===== src/rtl/rf_cmd_server_if.sv =====
// -----------------------------------------------------------------------------
// rf_cmd_server_if
// Purpose : command/response handshake bundle for rf_cmd_server.
// Signals : cmd_valid/cmd_ready  - command handshake
//           cmd_op               - 00 READ, 01 WRITE, 10 ADD, 11 CLEAR
//           cmd_ra1/cmd_ra2      - read addresses (ra2 used by ADD only)
//           cmd_wa/cmd_wdata     - write address / write data
//           rsp_valid/rsp_ready  - response handshake
//           rsp_data/rsp_err     - response value and error flag
// Modports: master drives commands and consumes responses; slave is the server.
// -----------------------------------------------------------------------------
interface rf_cmd_server_if;
  logic        cmd_valid;
  logic        cmd_ready;
  logic [1:0]  cmd_op;
  logic [4:0]  cmd_ra1;
  logic [4:0]  cmd_ra2;
  logic [4:0]  cmd_wa;
  logic [31:0] cmd_wdata;
  logic        rsp_valid;
  logic        rsp_ready;
  logic [31:0] rsp_data;
  logic        rsp_err;

  modport master (
    output cmd_valid, cmd_op, cmd_ra1, cmd_ra2, cmd_wa, cmd_wdata, rsp_ready,
    input  cmd_ready, rsp_valid, rsp_data, rsp_err
  );

  modport slave (
    input  cmd_valid, cmd_op, cmd_ra1, cmd_ra2, cmd_wa, cmd_wdata, rsp_ready,
    output cmd_ready, rsp_valid, rsp_data, rsp_err
  );
endinterface


===== src/rtl/rf_cmd_server.sv =====
// -----------------------------------------------------------------------------
// rf_cmd_server
// Purpose : 32 x 32-bit register file served through a command/response
//           handshake. Supports READ, WRITE, ADD (reg[wa] = reg[ra1]+reg[ra2])
//           and CLEAR (zero reg1..reg31, one per cycle).
// Ports   : i_clk        - clock, rising edge
//           i_reset      - synchronous active-high reset
//           bus          - rf_cmd_server_if.slave command/response bundle
//           i_test_addr  - debug read address
//           o_test_data  - combinational read of reg[i_test_addr]
//           o_busy       - high whenever the FSM is not in IDLE
// Param   : CLR_ON_RESET - 1: reset zeroes the registers, 0: contents kept
// -----------------------------------------------------------------------------
module rf_cmd_server #(
  parameter bit CLR_ON_RESET = 1'b1
) (
  input  logic           i_clk,
  input  logic           i_reset,
  rf_cmd_server_if.slave bus,
  input  logic [4:0]     i_test_addr,
  output logic [31:0]    o_test_data,
  output logic           o_busy
);

  typedef enum logic [1:0] {
    S_IDLE = 2'd0,
    S_EXEC = 2'd1,
    S_CLR  = 2'd2,
    S_RESP = 2'd3
  } state_t;

  localparam logic [1:0] OP_READ  = 2'b00;
  localparam logic [1:0] OP_WRITE = 2'b01;
  localparam logic [1:0] OP_ADD   = 2'b10;
  localparam logic [1:0] OP_CLEAR = 2'b11;

  state_t      r_state;
  logic [1:0]  r_op;
  logic [4:0]  r_ra1;
  logic [4:0]  r_ra2;
  logic [4:0]  r_wa;
  logic [31:0] r_wdata;
  logic [4:0]  r_clr_cnt;
  logic        r_rsp_valid;
  logic [31:0] r_rsp_data;
  logic        r_rsp_err;
  logic        r_busy;

  // reg0 has no storage: it is hard-wired to zero on every read path.
  logic [31:0] r_regs [1:31];

  logic [31:0] w_rd1;
  logic [31:0] w_rd2;
  logic [32:0] w_sum;
  logic        w_wa_zero;
  logic        w_exec_we;
  logic [31:0] w_exec_wdata;
  logic        w_clr_we;

  assign w_rd1        = (r_ra1 == 5'd0) ? 32'd0 : r_regs[r_ra1];
  assign w_rd2        = (r_ra2 == 5'd0) ? 32'd0 : r_regs[r_ra2];
  // 33-bit sum so the carry out of bit 31 is visible for the error flag.
  assign w_sum        = {1'b0, w_rd1} + {1'b0, w_rd2};
  assign w_wa_zero    = (r_wa == 5'd0);
  assign w_exec_we    = (r_state == S_EXEC) && ((r_op == OP_WRITE) || (r_op == OP_ADD));
  assign w_exec_wdata = (r_op == OP_ADD) ? w_sum[31:0] : r_wdata;
  // Counter value 0 is a lead-in cycle; reg1..reg31 are cleared at counts 1..31.
  assign w_clr_we     = (r_state == S_CLR);

  assign bus.cmd_ready = (r_state == S_IDLE) && !i_reset;
  assign bus.rsp_valid = r_rsp_valid;
  assign bus.rsp_data  = r_rsp_data;
  assign bus.rsp_err   = r_rsp_err;
  assign o_busy        = r_busy;
  assign o_test_data   = (i_test_addr == 5'd0) ? 32'd0 : r_regs[i_test_addr];

  // Command FSM: latches commands, sequences EXEC/CLR and holds the response.
  always_ff @(posedge i_clk) begin
    if (i_reset) begin
      r_state     <= S_IDLE;
      r_rsp_valid <= 1'b0;
      r_rsp_data  <= 32'd0;
      r_rsp_err   <= 1'b0;
      r_busy      <= 1'b0;
      r_clr_cnt   <= 5'd0;
    end else begin
      case (r_state)
        S_IDLE: begin
          if (bus.cmd_valid) begin
            r_op      <= bus.cmd_op;
            r_ra1     <= bus.cmd_ra1;
            r_ra2     <= bus.cmd_ra2;
            r_wa      <= bus.cmd_wa;
            r_wdata   <= bus.cmd_wdata;
            r_clr_cnt <= 5'd0;
            r_busy    <= 1'b1;
            r_state   <= (bus.cmd_op == OP_CLEAR) ? S_CLR : S_EXEC;
          end
        end
        S_EXEC: begin
          case (r_op)
            OP_READ: begin
              r_rsp_data <= w_rd1;
              r_rsp_err  <= 1'b0;
            end
            OP_WRITE: begin
              r_rsp_data <= r_wdata;
              r_rsp_err  <= w_wa_zero;
            end
            OP_ADD: begin
              r_rsp_data <= w_sum[31:0];
              r_rsp_err  <= w_wa_zero | w_sum[32];
            end
            default: begin
              r_rsp_data <= 32'd0;
              r_rsp_err  <= 1'b0;
            end
          endcase
          r_rsp_valid <= 1'b1;
          r_state     <= S_RESP;
        end
        S_CLR: begin
          if (r_clr_cnt == 5'd31) begin
            r_rsp_data  <= 32'd31;
            r_rsp_err   <= 1'b0;
            r_rsp_valid <= 1'b1;
            r_state     <= S_RESP;
          end else begin
            r_clr_cnt <= r_clr_cnt + 5'd1;
          end
        end
        S_RESP: begin
          if (bus.rsp_ready) begin
            r_rsp_valid <= 1'b0;
            r_busy      <= 1'b0;
            r_state     <= S_IDLE;
          end
        end
        default: begin
          r_rsp_valid <= 1'b0;
          r_busy      <= 1'b0;
          r_state     <= S_IDLE;
        end
      endcase
    end
  end

  for (genvar gi = 1; gi < 32; gi++) begin : g_reg
    // Storage for register gi: optional reset clear, CLEAR sweep, EXEC write.
    always_ff @(posedge i_clk) begin
      if (i_reset) begin
        if (CLR_ON_RESET) begin
          r_regs[gi] <= 32'd0;
        end
      end else if (w_clr_we && (r_clr_cnt == 5'(gi))) begin
        r_regs[gi] <= 32'd0;
      end else if (w_exec_we && (r_wa == 5'(gi))) begin
        r_regs[gi] <= w_exec_wdata;
      end
    end
  end

endmodule


===== src/flat_wrapper.sv =====
// flat-port wrapper written by rule: the top's interface ports become plain ports
module rf_cmd_server_flat 
#(
  parameter bit CLR_ON_RESET = 1'b1
)
  (i_clk, i_reset, i_test_addr, o_test_data, o_busy, bus_cmd_valid, bus_cmd_op, bus_cmd_ra1, bus_cmd_ra2, bus_cmd_wa, bus_cmd_wdata, bus_rsp_ready, bus_cmd_ready, bus_rsp_valid, bus_rsp_data, bus_rsp_err);
  rf_cmd_server_if bus_i ();
  input  logic i_clk;
  input  logic i_reset;
  input  logic [4:0] i_test_addr;
  output logic [31:0] o_test_data;
  output logic o_busy;
  input wire logic [$bits(bus_i.cmd_valid)-1:0] bus_cmd_valid;
  input wire logic [$bits(bus_i.cmd_op)-1:0] bus_cmd_op;
  input wire logic [$bits(bus_i.cmd_ra1)-1:0] bus_cmd_ra1;
  input wire logic [$bits(bus_i.cmd_ra2)-1:0] bus_cmd_ra2;
  input wire logic [$bits(bus_i.cmd_wa)-1:0] bus_cmd_wa;
  input wire logic [$bits(bus_i.cmd_wdata)-1:0] bus_cmd_wdata;
  input wire logic [$bits(bus_i.rsp_ready)-1:0] bus_rsp_ready;
  output wire logic [$bits(bus_i.cmd_ready)-1:0] bus_cmd_ready;
  output wire logic [$bits(bus_i.rsp_valid)-1:0] bus_rsp_valid;
  output wire logic [$bits(bus_i.rsp_data)-1:0] bus_rsp_data;
  output wire logic [$bits(bus_i.rsp_err)-1:0] bus_rsp_err;
  assign bus_i.cmd_valid = bus_cmd_valid;
  assign bus_i.cmd_op = bus_cmd_op;
  assign bus_i.cmd_ra1 = bus_cmd_ra1;
  assign bus_i.cmd_ra2 = bus_cmd_ra2;
  assign bus_i.cmd_wa = bus_cmd_wa;
  assign bus_i.cmd_wdata = bus_cmd_wdata;
  assign bus_i.rsp_ready = bus_rsp_ready;
  assign bus_cmd_ready = bus_i.cmd_ready;
  assign bus_rsp_valid = bus_i.rsp_valid;
  assign bus_rsp_data = bus_i.rsp_data;
  assign bus_rsp_err = bus_i.rsp_err;
  rf_cmd_server #(.CLR_ON_RESET(CLR_ON_RESET)) u_core (.i_clk(i_clk), .i_reset(i_reset), .bus(bus_i), .i_test_addr(i_test_addr), .o_test_data(o_test_data), .o_busy(o_busy));
endmodule

===== config.mk =====
export PLATFORM = sky130hd
export DESIGN_NAME = rf_cmd_server_flat
export DESIGN_NICKNAME = d
export VERILOG_FILES = /design/src/rtl/rf_cmd_server_if.sv /design/src/rtl/rf_cmd_server.sv /design/src/flat_wrapper.sv
export SDC_FILE = /design/constraint.sdc
export NUM_CORES = 2
export LEC_CHECK = 0
export BUFFER_PORTS_ARGS = -buffer_cell sky130_fd_sc_hd__buf_2
export CORE_MARGIN = 2
export CORE_UTILIZATION = 48
export CTS_BUF_LIST = sky130_fd_sc_hd__clkbuf_8
export DETAILED_ROUTE_END_ITERATION = 12
export GPL_TIMING_DRIVEN = 0
export PLACE_DENSITY = 0.62
export SYNTH_ARGS = -nofsm -noshare
export SYNTH_HDL_FRONTEND = slang
export SYNTH_SLANG_ARGS = --single-unit

===== constraint.sdc =====
create_clock -name i_clk -period 4.7 [get_ports i_clk]
set_clock_uncertainty 0.05 [all_clocks]
set_input_delay 0.235 -clock i_clk [delete_from_list [all_inputs] [get_ports i_clk]]
set_output_delay 0.235 -clock i_clk [all_outputs]
set_load 0.05 [all_outputs]

-- Word-level counts from Yosys, hierarchy flattened
Memory sizes are Yosys's and may differ from the RTL's. A register that Yosys moved wholly into a read port is not among the register bits.
Index checks and enable logic that the tools add are counted.
- bits in registers: 91
- bits in writable memories: 992
- input port bits: 58
- output and inout port bits: 68
- word-level logic and storage cells: 538
- memories: 1
- memories (name ; depth ; bits a word ; read ports ; clocked after Yosys merged registers in ; write ports ; RTL line ; RTL):
    u_core.r_regs ; 31 ; 32 ; 3 ; 2 ; 31 ; rf_cmd_server.sv:50 ; logic [31:0] r_regs [1:31];
- $add $sub $neg: 2
- equality and inequality tests: 72
- multiplexer cells: 306
- bitwise gates (word level): 64
- reduce and logical (&&, ||, !) cells: 82
- operators by type and width (kind ; count):
    $mux W32 ; 67
    $mux W1 ; 223
    $eq A5 B5 Y1 const B ; 32
    $pmux W32 S3 ; 1
    $eq A5 B4 Y1 const B ; 16
    $logic_and A1 B1 Y1 ; 64
    $pmux W32 S2 ; 1
    $or A1 B1 Y1 ; 63
    $eq A5 B3 Y1 const B ; 8
    $add A32 B32 Y33 ; 1
    $eq A5 B2 Y1 const B ; 4
    $logic_not A5 Y1 ; 4
    $mux W5 ; 4
    $reduce_and A3 Y1 ; 5
    $eq A5 B1 Y1 const B ; 2
    $pmux W5 S2 ; 1
    $eq A2 B2 Y1 const B ; 4
    $mux W2 ; 4
    $ne A2 B2 Y1 const B ; 4
    $pmux W2 S4 ; 1
    $pmux W1 S2 ; 3
    $reduce_bool A2 Y1 ; 3
    $add A5 B1 Y5 const B ; 1
    $eq A2 B1 Y1 const B ; 2
    7 further kinds ; 8

-- Logic depth before layout (Yosys ltp)
- depth in word-level cells: 9
- depth in mapped cells: 22
- depth with buffers taken out: 17

-- Least setup slack after synthesis
Ideal clock, no wire load.
- path type: reg-to-reg
- start point: register with a tool-made name
- end point: memory u_core.r_regs[13][28] (data pin)
- setup time: 0.265 ns
- data arrival time: 4.799 ns
- required time: 4.385 ns
- path slack: -0.414 ns
- stages on the path, launching flop included: 20
- path buffers: 4
- clock period less this slack: 5.114 ns
- path through: dfxtp_1 -> clkbuf_1 -> clkbuf_1 -> buf_1 -> mux4_2 -> mux4_2 -> mux2i_1 -> nor2_1 -> ha_1 -> fa_1 -> a211o_1 -> o211ai_2 -> o2bb2ai_2 -> o21ai_1 -> a31o_2 -> a41oi_1 -> xnor2_1 -> mux2i_4 -> buf_4 -> nor2_1
- RTL lines (element ; RTL line):
    end: declaration ; rf_cmd_server.sv:50

==> reports/metrics.cfg <==
[run_status]
status = finished with violations
violations = max-capacitance violations, max-slew violations, negative setup slack

[global_routing]
use_met3 = 0.261
grt_max_degree = 34
top_usage_layer = met2
grt_pass1_vias = 50793
grt_overflow = 0
grtUsageMet2 = 0.605
track_usage = 0.446
antenna_found_initial = 25
grtUsageMet1 = 0.543
grt_pass1_wl_um = 420000

[setup_path]
crit_type = reg2reg
path_cells = buf_12, buf_8, buf_12, buf_12, nor2_1, a211oi_1, a21oi_1, a21oi_1, o221ai_1, nor3_1, ha_1, a211oi_1, o21ai_0, nand3_1, a21oi_1
cpMaxStageDelayCell = nor3_1
cp_max_fo = 12
cpPeakStageDelay_ns = 1.27
cp-start-kind = flop
crit_required_ns = 5.53
endpoint_kind = flop
crit_arrival_ns = 6.42

[sta]
rsz0062_at_grt = yes
finalCritPeriodShare = 1.19
worst_pin_slew_ns = 1.63
setup_viol = 993
slew_headroom = -0.0838
fmax_mhz = 179
fin_ws_ns = -0.890
hold_viol_final = 0
min_period_ns = 5.59
final_max_slew_viol_count = 25

[synth]
synth_top_area_frac = 0.479
synth_area_leaders = edfxtp_1 (48%), mux4_2 (23%), nor2_1 (7.1%), mux2i_1 (5.1%), a21oi_1 (2.3%)
yosysSeqAreaShare = 0.495
yosys.cell_types.count = 71
yosys_register_bits = 1093
synthArstFlopShare = 0
synth_ff_type = edfxtp_1
yosys.area.top_type = edfxtp_1
synth_cells = 5030
synth-edff-count = 1041
synth_nets = 5135
synth_area_um2 = 65300
ys_warn_count = 0
syn_area_per_cell_um2 = 13.0

[clock_network]
cts_inserted_buffers = 190
clkTransAtPathRegs_ns = 0.06
insertion_delay_ns = 0.99
clockBufferDepth = 3
htree_levels = 4
cts_tree = built
cts_sinks = 1093
cts_root_buf = clkbuf_8

[place]
gp_congestion = 1.07
post-place-ws_ns = -3.88
dpl_cell_area_um2 = 68900
port_buffers = 121
dp_cells = 6967
place_hpwl_um = 234000

[detailed_routing]
wl_per_cell_um = 41.5
viasPerCell = 7.27
drc = 0
drt-initial-drc-count = 11022
drtPass1Iterations = 10
totalWireLength_um = 316000
via_count = 55275
antenna_left = 0

[floorplan]
die_y_um = 373
ioPinCount = 126
core-area_um2 = 135000
die_area_um2 = 139000
die-width_um = 373
rows = 135
initial_core_util = 0.482

[job]
max_cap_viol_count = 3

[layout]
fin_util = 0.582
layoutNonFillerInstCount = 7607
n_fill_cell = 10924
fin_area_um2 = 78800
drive_gt1_frac = 0.309
nets = 5762
syn2layout_area_growth_pct = 20.7

[hold_path]
worstHoldPathType = in2reg

[power_and_ir_drop]
power.density_nw_per_um2 = 524
finalPower_w = 0.0412
p_leak_nw = 29.1
vdd_ir_drop_max_mv = 0.308

cells in the mapped netlist, types with 16 or more instances:
| master | n |
|---|---|
| o21ai_0 | 87 |
| nand3_1 | 41 |
| dfxtp_1 | 52 |
| buf_4 | 19 |
| a222oi_1 | 16 |
| buf_2 | 90 |
| mux4_2 | 681 |
| a221o_1 | 25 |
| clkbuf_1 | 341 |
| a211oi_1 | 38 |
| o22ai_1 | 81 |
| nand2_1 | 149 |
| nor3_1 | 49 |
| mux2_2 | 38 |
| o221ai_1 | 66 |
| buf_1 | 57 |
| nor2_1 | 1238 |
| edfxtp_1 | 1041 |
| a21oi_1 | 303 |
| nor2b_1 | 18 |
| mux2i_1 | 333 |
| ha_1 | 46 |
state kept, by name, indices dropped and copies added (netlist names), named ones only:
signal                cells
u_core.o_busy             1
u_core.r_wa               5
u_core.r_ra1              5
u_core.bus.rsp_data      32
u_core.bus.rsp_valid      1
u_core.r_op               2
u_core.bus.rsp_err        1
u_core.r_clr_cnt          5
u_core.r_ra2              5
u_core.r_state            2
u_core.r_regs           992
u_core.r_wdata           32
report_power, final:
group	leakage (nW)	switching, W	internal, W
Clock	2.04	0.00445	0.00424
Sequential	11.1	0.000464	0.0112
Combinational	15.9	0.0129	0.00798
Total	29.1	0.0179	0.0234
layout by cell type, fill, tap and decap left out, types with 19 or more instances in the layout:
| cell | n |
|---|---|
| a21oi_1 | 281 |
| buf_6 | 35 |
| a211oi_1 | 29 |
| o221ai_1 | 66 |
| a221o_2 | 20 |
| o22ai_1 | 79 |
| clkbuf_1 | 247 |
| buf_12 | 105 |
| clkbuf_4 | 19 |
| mux2i_2 | 31 |
| nand2_1 | 130 |
| dlygate4sd3_1 | 101 |
| clkbuf_8 | 205 |
| edfxtp_1 | 1041 |
| mux2i_4 | 22 |
| mux2_2 | 38 |
| clkinv_1 | 53 |
| inv_1 | 75 |
| mux4_2 | 681 |
| nor3_1 | 42 |
| dfxtp_1 | 47 |
| nor2_1 | 1218 |
| ha_1 | 24 |
| clkinv_2 | 27 |
| mux2i_1 | 281 |
| nor2_2 | 19 |
| buf_1 | 21 |
| buf_16 | 34 |
| nand3_1 | 39 |
| buf_2 | 158 |
| buf_4 | 152 |
| clkbuf_2 | 43 |
| o21ai_0 | 77 |
repair_timing:
| action | CTS | global route |
|---|---|---|
| gates cloned | 3 | 8 |
| hold buffers | 101 | 0 |
| setup buffers | 115 | 65 |
| gates resized for setup | 658 | 194 |
| hold endpoints to repair | 68 | 0 |
| pin swaps | 64 | 40 |
| setup endpoints to repair | 1057 | 983 |
critical path: cells and delay by family, from the launching register on:
family / cells / cell delay, ns
simple gates: 3 / 1.52
compound gates: 7 / 2.23
buf+inv: 4 / 0.86
fa+ha+maj: 1 / 0.41
flops: 1 / 0.38
routing by layer:
layer,routed length [µm],up-vias
met2,127000,5582
li1,-,20872
met4,22900,24
met3,62100,1137
met1,103000,27660
met5,652,-
path summary, 6_finish.rpt:
kind                     startpoint                endpoint  slack [ns]  cells past startpoint
min reg2reg  u_core.bus.rsp_data[7]  u_core.bus.rsp_data[7]        0.40                      2
min                   bus_rsp_ready           u_core.o_busy        0.14                      5
max                            flop      u_core.bus.rsp_err       -0.89                     15
max reg2reg                    flop      u_core.bus.rsp_err       -0.89                     15
through the flow:
step	hold WS (ns)	TNS (ns)
after floorplan	0.284	0
after global placement	0.364	-3616.89
after detailed placement	0.363	-3165.34
after CTS	0.0813	-352.54
after global routing	0.141	-493.91
final	0.144	-502.56
final cells by class:
| class | instances | area, µm² | share of cell area |
|---|---|---|---|
| Timing Repair Buffer | 446 | 4450 | 0.0564 |
| Antenna cell | 10 | 25.0 | 0.000318 |
| Tap cell | 1781 | 2230 | 0.0283 |
| Clock inverter | 156 | 857 | 0.0109 |
| Buffer | 512 | 4050 | 0.0514 |
| Multi-Input combinational cell | 3397 | 32100 | 0.408 |
| Sequential cell | 1093 | 32300 | 0.410 |
| Inverter | 17 | 63.8 | 0.000810 |
| Clock buffer | 195 | 2680 | 0.0341 |
cell families after synthesis:
| group | share of synthesized area |
|---|---|
| compound gates | 0.0681 |
| fa+ha+maj | 0.00912 |
| mux | 0.293 |
| simple gates | 0.0953 |
| buf+inv | 0.0358 |
| xor+xnor | 0.00389 |
| flops | 0.495 |
(Power assumes the default switching activity.)
